<file path="src/rtl/hba_qei.sv">
// Dual quadrature encoder interface on the HBA bus: synchronizes two A/B pairs,
// decodes Gray-code steps into signed 16-bit counts and exposes them as registers.
module hba_qei #(
  parameter int DBUS_WIDTH        = 8,
  parameter int PERIPH_ADDR_WIDTH = 4,
  parameter int REG_ADDR_WIDTH    = 8,
  parameter int ADDR_WIDTH        = PERIPH_ADDR_WIDTH + REG_ADDR_WIDTH,
  parameter int PERIPH_ADDR       = 0
) (
  input  logic                  hba_clk,
  input  logic                  hba_reset_n,
  input  logic                  hba_rnw,
  input  logic                  hba_select,
  input  logic [ADDR_WIDTH-1:0] hba_abus,
  input  logic [DBUS_WIDTH-1:0] hba_dbus,
  output logic [DBUS_WIDTH-1:0] hba_dbus_slave,
  output logic                  hba_xferack_slave,
  output logic                  slave_interrupt,
  input  logic [1:0]            encoder_a,
  input  logic [1:0]            encoder_b
);

  localparam logic [REG_ADDR_WIDTH-1:0] REG_CTRL     = REG_ADDR_WIDTH'(0);
  localparam logic [REG_ADDR_WIDTH-1:0] REG_LEFT_LO  = REG_ADDR_WIDTH'(1);
  localparam logic [REG_ADDR_WIDTH-1:0] REG_LEFT_HI  = REG_ADDR_WIDTH'(2);
  localparam logic [REG_ADDR_WIDTH-1:0] REG_RIGHT_LO = REG_ADDR_WIDTH'(3);
  localparam logic [REG_ADDR_WIDTH-1:0] REG_RIGHT_HI = REG_ADDR_WIDTH'(4);
  localparam logic [REG_ADDR_WIDTH-1:0] REG_ERR      = REG_ADDR_WIDTH'(5);

  // Synchronizers, decoder history and warm-up counter
  logic [1:0]       r_a_s1, r_a_s2, r_b_s1, r_b_s2;
  logic [1:0][1:0]  r_prev;
  logic [1:0]       r_warm;

  // Architectural state
  logic [3:0]       r_ctrl;
  logic [1:0]       r_err;
  logic [1:0][15:0] r_count;
  logic [1:0][7:0]  r_shadow;

  // Bus response
  logic                  r_ack;
  logic [DBUS_WIDTH-1:0] r_rdata;

  logic                      w_match, w_access, w_wr, w_rd, w_live;
  logic [REG_ADDR_WIDTH-1:0] w_reg;
  logic [1:0][1:0]           w_s;
  logic [1:0]                w_fwd, w_rev, w_illegal, w_up, w_dn;
  logic [1:0]                w_clr, w_lo_rd, w_err_w1c;
  logic [DBUS_WIDTH-1:0]     w_rdata;

  // Handshake: an access is taken on an edge where select and the peripheral field
  // match while ack is low; ack (with read data) is then high for exactly one cycle,
  // so a held select is serviced every other cycle.
  assign w_match  = hba_select &&
                    (hba_abus[ADDR_WIDTH-1:REG_ADDR_WIDTH] == PERIPH_ADDR_WIDTH'(PERIPH_ADDR));
  assign w_access = w_match && !r_ack;
  assign w_wr     = w_access && !hba_rnw;
  assign w_rd     = w_access && hba_rnw;
  assign w_reg    = hba_abus[REG_ADDR_WIDTH-1:0];

  // The first three cycles after reset only refill the synchronizer and history.
  assign w_live = (r_warm == 2'd3);

  always_comb begin
    w_s       = '0;
    w_fwd     = '0;
    w_rev     = '0;
    w_illegal = '0;
    w_up      = '0;
    w_dn      = '0;
    for (int ch = 0; ch < 2; ch++) begin
      w_s[ch] = {r_a_s2[ch], r_b_s2[ch]};
      case ({r_prev[ch], w_s[ch]})
        4'b0001, 4'b0111, 4'b1110, 4'b1000: w_fwd[ch]     = 1'b1;
        4'b0010, 4'b1011, 4'b1101, 4'b0100: w_rev[ch]     = 1'b1;
        4'b0011, 4'b1100, 4'b0110, 4'b1001: w_illegal[ch] = w_live;
        default: ;
      endcase
      w_up[ch] = w_live && r_ctrl[ch] &&
                 ((w_fwd[ch] && !r_ctrl[2+ch]) || (w_rev[ch] && r_ctrl[2+ch]));
      w_dn[ch] = w_live && r_ctrl[ch] &&
                 ((w_rev[ch] && !r_ctrl[2+ch]) || (w_fwd[ch] && r_ctrl[2+ch]));
    end
  end

  always_comb begin
    w_clr[0]   = w_wr && (w_reg == REG_CTRL) && hba_dbus[4];
    w_clr[1]   = w_wr && (w_reg == REG_CTRL) && hba_dbus[5];
    w_lo_rd[0] = w_rd && (w_reg == REG_LEFT_LO);
    w_lo_rd[1] = w_rd && (w_reg == REG_RIGHT_LO);
    w_err_w1c  = (w_wr && (w_reg == REG_ERR)) ? hba_dbus[1:0] : 2'b00;
  end

  always_comb begin
    w_rdata = '0;
    case (w_reg)
      REG_CTRL:     w_rdata = {4'b0000, r_ctrl};
      REG_LEFT_LO:  w_rdata = r_count[0][7:0];
      REG_LEFT_HI:  w_rdata = r_shadow[0];
      REG_RIGHT_LO: w_rdata = r_count[1][7:0];
      REG_RIGHT_HI: w_rdata = r_shadow[1];
      REG_ERR:      w_rdata = {6'b000000, r_err};
      default:      w_rdata = '0;
    endcase
  end

  always_ff @(posedge hba_clk or negedge hba_reset_n) begin
    if (!hba_reset_n) begin
      r_a_s1 <= '0;
      r_a_s2 <= '0;
      r_b_s1 <= '0;
      r_b_s2 <= '0;
      r_prev <= '0;
      r_warm <= '0;
    end else begin
      r_a_s1 <= encoder_a;
      r_a_s2 <= r_a_s1;
      r_b_s1 <= encoder_b;
      r_b_s2 <= r_b_s1;
      r_prev <= w_s;
      if (!w_live) r_warm <= r_warm + 2'd1;
    end
  end

  // Clear wins over a same-cycle step; a low-byte read samples the pre-step count.
  always_ff @(posedge hba_clk or negedge hba_reset_n) begin
    if (!hba_reset_n) begin
      r_count  <= '0;
      r_shadow <= '0;
    end else begin
      for (int ch = 0; ch < 2; ch++) begin
        if (w_clr[ch])     r_count[ch] <= 16'h0000;
        else if (w_up[ch]) r_count[ch] <= r_count[ch] + 16'h0001;
        else if (w_dn[ch]) r_count[ch] <= r_count[ch] - 16'h0001;
        if (w_lo_rd[ch])   r_shadow[ch] <= r_count[ch][15:8];
      end
    end
  end

  always_ff @(posedge hba_clk or negedge hba_reset_n) begin
    if (!hba_reset_n) begin
      r_ctrl <= '0;
      r_err  <= '0;
    end else begin
      if (w_wr && (w_reg == REG_CTRL)) r_ctrl <= hba_dbus[3:0];
      r_err <= (r_err & ~w_err_w1c) | w_illegal;
    end
  end

  always_ff @(posedge hba_clk or negedge hba_reset_n) begin
    if (!hba_reset_n) begin
      r_ack   <= 1'b0;
      r_rdata <= '0;
    end else begin
      r_ack   <= w_access;
      r_rdata <= w_rd ? w_rdata : '0;
    end
  end

  assign hba_xferack_slave = r_ack;
  assign hba_dbus_slave    = r_rdata;
  assign slave_interrupt   = 1'b0;

endmodule
</file>
<file path="config.mk">
export PLATFORM = sky130hd
export DESIGN_NAME = hba_qei
export DESIGN_NICKNAME = d
export VERILOG_FILES = /design/src/rtl/hba_qei.sv
export SDC_FILE = /design/constraint.sdc
export NUM_CORES = 1
export LEC_CHECK = 0
export ABC_AREA = 1
export BUFFER_PORTS_ARGS = -buffer_cell sky130_fd_sc_hd__buf_4
export CAP_MARGIN = 20
export CORE_ASPECT_RATIO = 2
export CORE_MARGIN = 3
export CORE_UTILIZATION = 61
export CTS_CLUSTER_SIZE = 20
export DETAILED_ROUTE_END_ITERATION = 6
export PLACE_DENSITY = 0.84
export SLEW_MARGIN = 20
export SYNTH_ARGS = -nofsm -noshare
export SYNTH_HDL_FRONTEND = slang
export SYNTH_SLANG_ARGS = --single-unit
</file>
<file path="constraint.sdc">
create_clock -name hba_clk -period 3.4 [get_ports hba_clk]
set_clock_uncertainty 0.1 [all_clocks]
set_input_delay 0.68 -clock hba_clk [delete_from_list [all_inputs] [get_ports hba_clk]]
set_output_delay 0.68 -clock hba_clk [all_outputs]
set_load 0.01 [all_outputs]
</file>
==> results.ini, run 1 <==
[layout]
layout_common_cells = nand2_1 (241), dfrtp_1 (77), inv_1 (68), nand3_1 (61), nor2_1 (53)
num_antenna_cells = 0
nets = 782
drive_gt1_frac = 0.0968
final_common_cell = nand2_1
fill_cells = 608
syn_to_final_growth_pct = 14.9
instances_no_fill = 817

[routing]
dr_total_vias = 4735
wl_per_cell_um = 17.2
drt_iter0_drc = 271
routed_wl_mm = 14.1
final_antenna_net_count = 0
dr.pass1.iters = 5
avgViaCountPerCell = 5.80
route.detailed.drc = 0

[logic_synthesis]
synth_edf_count = 0
yosys.area.top_type_share = 0.390
synth_top_family_by_area = simple AND/OR/NAND/NOR gates
avgSynthCellArea_sq_um = 7.30
syn_nets = 739
syn-cell-area_sq_um = 4930
syn_inst = 676
synth-xor-area-share = 0.0195
ys_warn_count = 0
yosysSeqAreaShare = 0.390
synthMuxAreaShare = 0.0160
synth_cell_type_count = 33
synthAdderAreaFrac = 0.0918
synthArstFlopShare = 1.00
synth_seq_cells = 77
synth_compound_area_frac = 0.100
yosysTopAreaCell = dfrtp_1
synthFlopType = dfrtp_1
yosys.area_share.simple = 0.321
synth_area_leaders = dfrtp_1 (39%), nand2_1 (18%), ha_1 (8.4%)

[placed_design]
finalWeightedCongestion = 0.922
io_buffer_count = 34
placedCellCount = 802
dpl.hpwl_mm = 10.6

[worst_hold_path]
holdPathStages = 0
min_from = r_a_s1[1]
min_delay_worst_endpoint = r_a_s2[1]
hold_class = flip-flop to flip-flop

[power]
internal-power_mw = 1.85
power_frac_comb = 0.129
clock_power_share = 0.481
seqPwrFrac = 0.390
power_density_nw_per_um2 = 430
p_switching_mw = 0.586
power_leakage_nw = 3.10
switching_share = 0.240
peakVddDrop_uv = 361

[critical_path]
critPathLaunchType = flip-flop
reg2reg_depth = 14
reg2reg_slack_ns = 0.39
r2r_start = r_warm[0]
crit_type = flip-flop to flip-flop
required_ns = 3.53
end_kind = flip-flop
worst-path-max-fanout = 13
arrival_ns = 3.14
reg2reg_to = r_count[15]

[floorplan]
die_area_sq_um = 9270
chipWidth_um = 69.6
pin_count = 38
start_util = 0.640
num_rows = 45
core_sq_um = 7710
fp.dieH_um = 133

[clock_network]
cts_tree = yes
cts_buffers = 9
postCtsSetupRepairBufs = 0
insertion_delay_ns = 0.34
clockRootBuffer = clkbuf_16
cts_resized = 0
ctsHoldBuffers = 0
clock_sinks = 77
cts.clk_slew.worst_paths_ns = 0.06
clockBufferDepth = 2
cts.htree.levels = 3

[sta]
tightest_slew_ns = 0.960
max_freq_ghz = 0.332
hold_viol = 0
post-route-period-util = 0.886
setup_viol_count_final = 0
relSlewSlack = 0.360
rsz0062_at_grt = no
slew_viol_final = 0
setup_tns_ns = 0
period_needed_ns = 3.01

[grt]
overflow = 0
grt_pass1_vias = 4794
grt_max_degree = 78
antenna_found_initial = 0
grt_pass1_wl_mm = 23.1
track_usage = 0.320

[run]
drv_cap = 0

[status]
status = complete, no violations

-- power by group through the flow --
stage          clock network, mW  logic, mW  registers (mW)
6_report                    1.17      0.313           0.952
5_1_grt                     1.21      0.354           0.953
4_1_cts                     1.18      0.311           0.951
3_5_place_dp                   0      0.303           0.967
3_3_place_gp                   0      0.295           0.965
2_1_floorplan                  0      0.205           0.962
-- synth_stat cells, types with 2 or more instances --
library cell	count
a22oi_1	2
nand3b_1	2
dfrtp_1	77
nor2_1	53
inv_2	4
mux2_2	7
nor3_1	7
o21bai_1	3
xnor2_1	11
inv_1	68
buf_2	3
nor2_2	2
ha_1	33
nand4_1	6
fa_1	2
nand3_1	62
a21oi_1	29
nand2_1	241
a21o_1	4
a41oi_1	4
and2_1	3
o21ai_0	41
o2111ai_1	2
-- stage by stage --
| step | instance area (sq um) | hold slack, ns | utilization | power, mW | setup slack [ns] |
|---|---|---|---|---|---|
| 6_report | 5670 | 0.248 | 0.735 | 2.44 | 0.388 |
| 2_1_floorplan | 4930 | 0.231 | - | 1.17 | 0.639 |
| 3_5_place_dp | 5300 | 0.238 | 0.688 | 1.27 | 0.208 |
| 3_3_place_gp | 5300 | 0.234 | 0.688 | 1.26 | 0.320 |
| 5_1_grt | 5670 | 0.257 | 0.735 | 2.51 | 0.150 |
| 4_1_cts | 5670 | 0.251 | 0.735 | 2.44 | 0.146 |
-- worst max path at each step --
stage,start,slack (ns),to,cells after the start
4_1_cts,r_warm[0],0.15,r_count[14],14
3_5_place_dp,r_warm[0],0.21,r_count[14],14
2_1_floorplan,r_warm[0],0.64,r_count[30],14
5_1_grt,r_warm[0],0.15,r_count[11],14
3_3_place_gp,r_warm[0],0.32,r_count[14],14
6_report,r_warm[0],0.39,r_count[15],14
-- logic make-up after synthesis --
logic type,after synthesis
multiplexers,7
other,1
buffers and inverters,77
flip-flops,77
AND/OR/NAND/NOR,381
AO/OA/AOI/OAI,87
XOR/XNOR,11
adder cells (fa/ha/maj),35
-- routing by layer --
layer,GRT usage,part of all wire,vias up
met5,0,0,-
met4,0.189,0.062,0
met3,0.0461,0.034,54
met2,0.623,0.57,151
met1,0.307,0.33,2238
li1,-,-,2292
-- cell type report --
cell class / count / area, sq um / share of cell area
Multi-Input combinational cell: 522 / 2720 / 0.479
Timing Repair Buffer: 37 / 278 / 0.0490
Sequential cell: 77 / 1930 / 0.340
Clock inverter: 4 / 120 / 0.0212
Tap cell: 94 / 118 / 0.0207
Inverter: 72 / 270 / 0.0477
Clock buffer: 11 / 243 / 0.0428
-- worst max-delay path: stages, from the launching register on --
cell	delay (ns)
dfrtp_1	0.37
ha_1	0.32
nand2_1	0.12
inv_1	0.09
nand3_2	0.31
buf_4	0.30
ha_1	0.34
a21oi_1	0.29
nand2_1	0.10
nand2_1	0.06
nand2_1	0.04
a21oi_1	0.18
nand3_1	0.11
nand3_1	0.11
nand2_1	0.05
-- registers in the layout (all words and copies together), names as in the netlist --
signal             cells
hba_dbus_slave         8
hba_xferack_slave      1
r_a_s1                 2
r_a_s2                 2
r_b_s1                 2
r_b_s2                 2
r_count               32
r_ctrl                 4
r_err                  2
r_prev                 4
r_shadow              16
r_warm                 2
No activity file was read; power rests on OpenSTA's default activity.
==> run 2: changes to the inputs <==
--- a/config.mk
+++ b/config.mk
@@ -14,6 +14,7 @@
 export CTS_CLUSTER_SIZE = 20
 export DETAILED_ROUTE_END_ITERATION = 6
 export PLACE_DENSITY = 0.84
+export REMOVE_ABC_BUFFERS = 1
 export SLEW_MARGIN = 20
 export SYNTH_ARGS = -nofsm -noshare
 export SYNTH_HDL_FRONTEND = slang
==> run 2 against run 1 <==
Against the previous run:
- setup slack better by 0.055 ns
- critical path depth unchanged
- count of clock-buffer cells in the layout up 1
- die area unchanged
- sequential cell count unchanged
- sequential power about the same
- final area down 0.66%
- worst hold slack better by 0.0098 ns
- combinational power down 2%
- largest power group is now sequential cells
==> results.ini, run 2 (synthesis results as in run 1) <==
[floorplan]
chipWidth_um = 69.6  ; unchanged
start_util = 0.640  ; unchanged
die_area_sq_um = 9270  ; unchanged
num_rows = 45  ; unchanged
fp.dieH_um = 133  ; unchanged
core_sq_um = 7710  ; unchanged
pin_count = 38  ; unchanged

[routing]
wl_per_cell_um = 16.3  ; was 17.2 um
dr_total_vias = 4807  ; was 4735
avgViaCountPerCell = 5.84  ; was 5.80
route.detailed.drc = 0  ; unchanged
routed_wl_mm = 13.4  ; was 14.1 mm
drt_iter0_drc = 306  ; was 271
dr.pass1.iters = 5  ; unchanged
final_antenna_net_count = 0  ; unchanged

[layout]
syn_to_final_growth_pct = 14.2  ; was 14.9%
largest_reg_flops = 32  ; unchanged
fin_area_sq_um = 5630  ; was 5670 sq um
fill_cells = 625  ; was 608
instances_no_fill = 823  ; was 817
num_antenna_cells = 0  ; unchanged
drive_gt1_frac = 0.104  ; was 0.0968
layout_common_cells = nand2_1 (241), dfrtp_1 (77), inv_1 (68), nand3_1 (61), nor2_1 (53)  ; unchanged
final_common_cell = nand2_1  ; unchanged
final_util = 0.730  ; was 0.735
nets = 787  ; was 782
top_register = r_count  ; unchanged

[grt]
grt_max_degree = 78  ; unchanged
grt_pass1_wl_mm = 22.1  ; was 23.1 mm
grt_pass1_vias = 4958  ; was 4794
overflow = 0  ; unchanged
antenna_found_initial = 0  ; unchanged
track_usage = 0.301  ; was 0.320

[sta]
setup_viol_count_final = 0  ; unchanged
hold_viol = 0  ; unchanged
tightest_slew_ns = 0.940  ; was 0.960 ns
slew_viol_final = 0  ; unchanged
timing.final.ws_setup_ns = 0.443  ; was 0.388 ns
post-route-period-util = 0.870  ; was 0.886
rsz0062_at_grt = no  ; unchanged
relSlewSlack = 0.373  ; was 0.360
hold_slack_ns = 0.258  ; was 0.248 ns
max_freq_ghz = 0.338  ; was 0.332 GHz
period_needed_ns = 2.96  ; was 3.01 ns
setup_tns_ns = 0  ; unchanged

[power]
power_density_nw_per_um2 = 383  ; was 430 nW/um^2
p_total_mw = 2.16  ; was 2.44 mW
peakVddDrop_uv = 414  ; was 361 uV
power_leakage_nw = 3.08  ; was 3.10 nW

[clock_network]
clock_sinks = 77  ; unchanged
cts_buffers = 9  ; unchanged
clockRootBuffer = clkbuf_16  ; unchanged
cts.htree.levels = 3  ; unchanged
cts_tree = yes  ; unchanged
insertion_delay_ns = 0.34  ; about the same
clockBufferDepth = 2  ; unchanged
cts.clk_slew.worst_paths_ns = 0.06  ; about the same

[critical_path]
end_kind = flip-flop  ; unchanged
required_ns = 3.56  ; was 3.53 ns
arrival_ns = 3.11  ; was 3.14 ns
worst-path-max-fanout = 13  ; unchanged
crit_type = flip-flop to flip-flop  ; unchanged
critPathLaunchType = flip-flop  ; unchanged

[placed_design]
dpl.hpwl_mm = 10.3  ; was 10.6 mm
place_area_sq_um = 5340  ; was 5300 sq um
placedCellCount = 807  ; was 802
io_buffer_count = 34  ; unchanged
finalWeightedCongestion = 0.950  ; was 0.922
dp_slack_ns = 0.293  ; was 0.208 ns

[run]
drv_cap = 0  ; unchanged

[status]
status = complete, no violations  ; unchanged

[worst_hold_path]
hold_class = flip-flop to flip-flop  ; unchanged

run 2: cell types whose count changed in the layout (fill, tap and decap cells not counted), sizes merged:
| cell | previous run | this run |
|---|---|---|
| inv | 72 | 73 |
| clkbuf | 11 | 12 |
| clkinvlp | 0 | 3 |
| bufinv | 4 | 0 |
| buf | 37 | 42 |
run 2: power breakdown:
part / total (mW) / switching [mW] / internal (mW)
Combinational: 0.307 / 0.193 / 0.114
Clock: 0.901 / 0.365 / 0.536
Sequential: 0.952 / 0.0187 / 0.933
run 2: cell type report:
type / count / area [sq um] / area share
Clock buffer: 12 / 256 / 0.0455
Tap cell: 94 / 118 / 0.0209
Inverter: 72 / 270 / 0.0480
Multi-Input combinational cell: 522 / 2720 / 0.482
Timing Repair Buffer: 42 / 315 / 0.0560
Sequential cell: 77 / 1930 / 0.342
Clock inverter: 4 / 31.3 / 0.00555
run 2: final timing paths:
kind | cells after the start | slack [ns] | to | from
max in group asynchronous | 1 | 2.20 | r_count[5] | hba_reset_n
min reg2reg | 0 | 0.26 | r_a_s2[1] | r_a_s1[1]
min | 0 | 0.26 | r_a_s2[1] | r_a_s1[1]
max reg2reg | 14 | 0.44 | r_count[26] | r_a_s2[1]
min in group asynchronous | 1 | 0.38 | r_count[27] | hba_reset_n
max | 14 | 0.44 | r_count[26] | r_a_s2[1]
run 2: metal layers:
layer | global-route usage | share of wire | vias up
li1 | - | - | 2301
met1 | 0.281 | 0.33 | 2264
met2 | 0.562 | 0.55 | 164
met3 | 0.0415 | 0.038 | 78
met4 | 0.243 | 0.083 | 0
met5 | 0 | 0 | -
run 2: worst max-delay path: stages, from the launching register on:
cell and delay [ns]:
dfrtp_1 0.42, inv_1 0.11, nand2_1 0.06, nand2_1 0.06
nand2_1 0.08, nand2_1 0.11, nand3_2 0.32, buf_4 0.27
ha_1 0.35, nand2_1 0.11, o21ai_0 0.43, inv_1 0.08
nand3_1 0.14, o21ai_0 0.10, o21ai_0 0.14
run 2: repair_timing:
action | CTS | global route
hold endpoints to repair | 0 | 0
hold buffers | 0 | 0
resized for setup | 0 | 1
buffers inserted | 0 | 0
setup endpoints to repair | 0 | 3
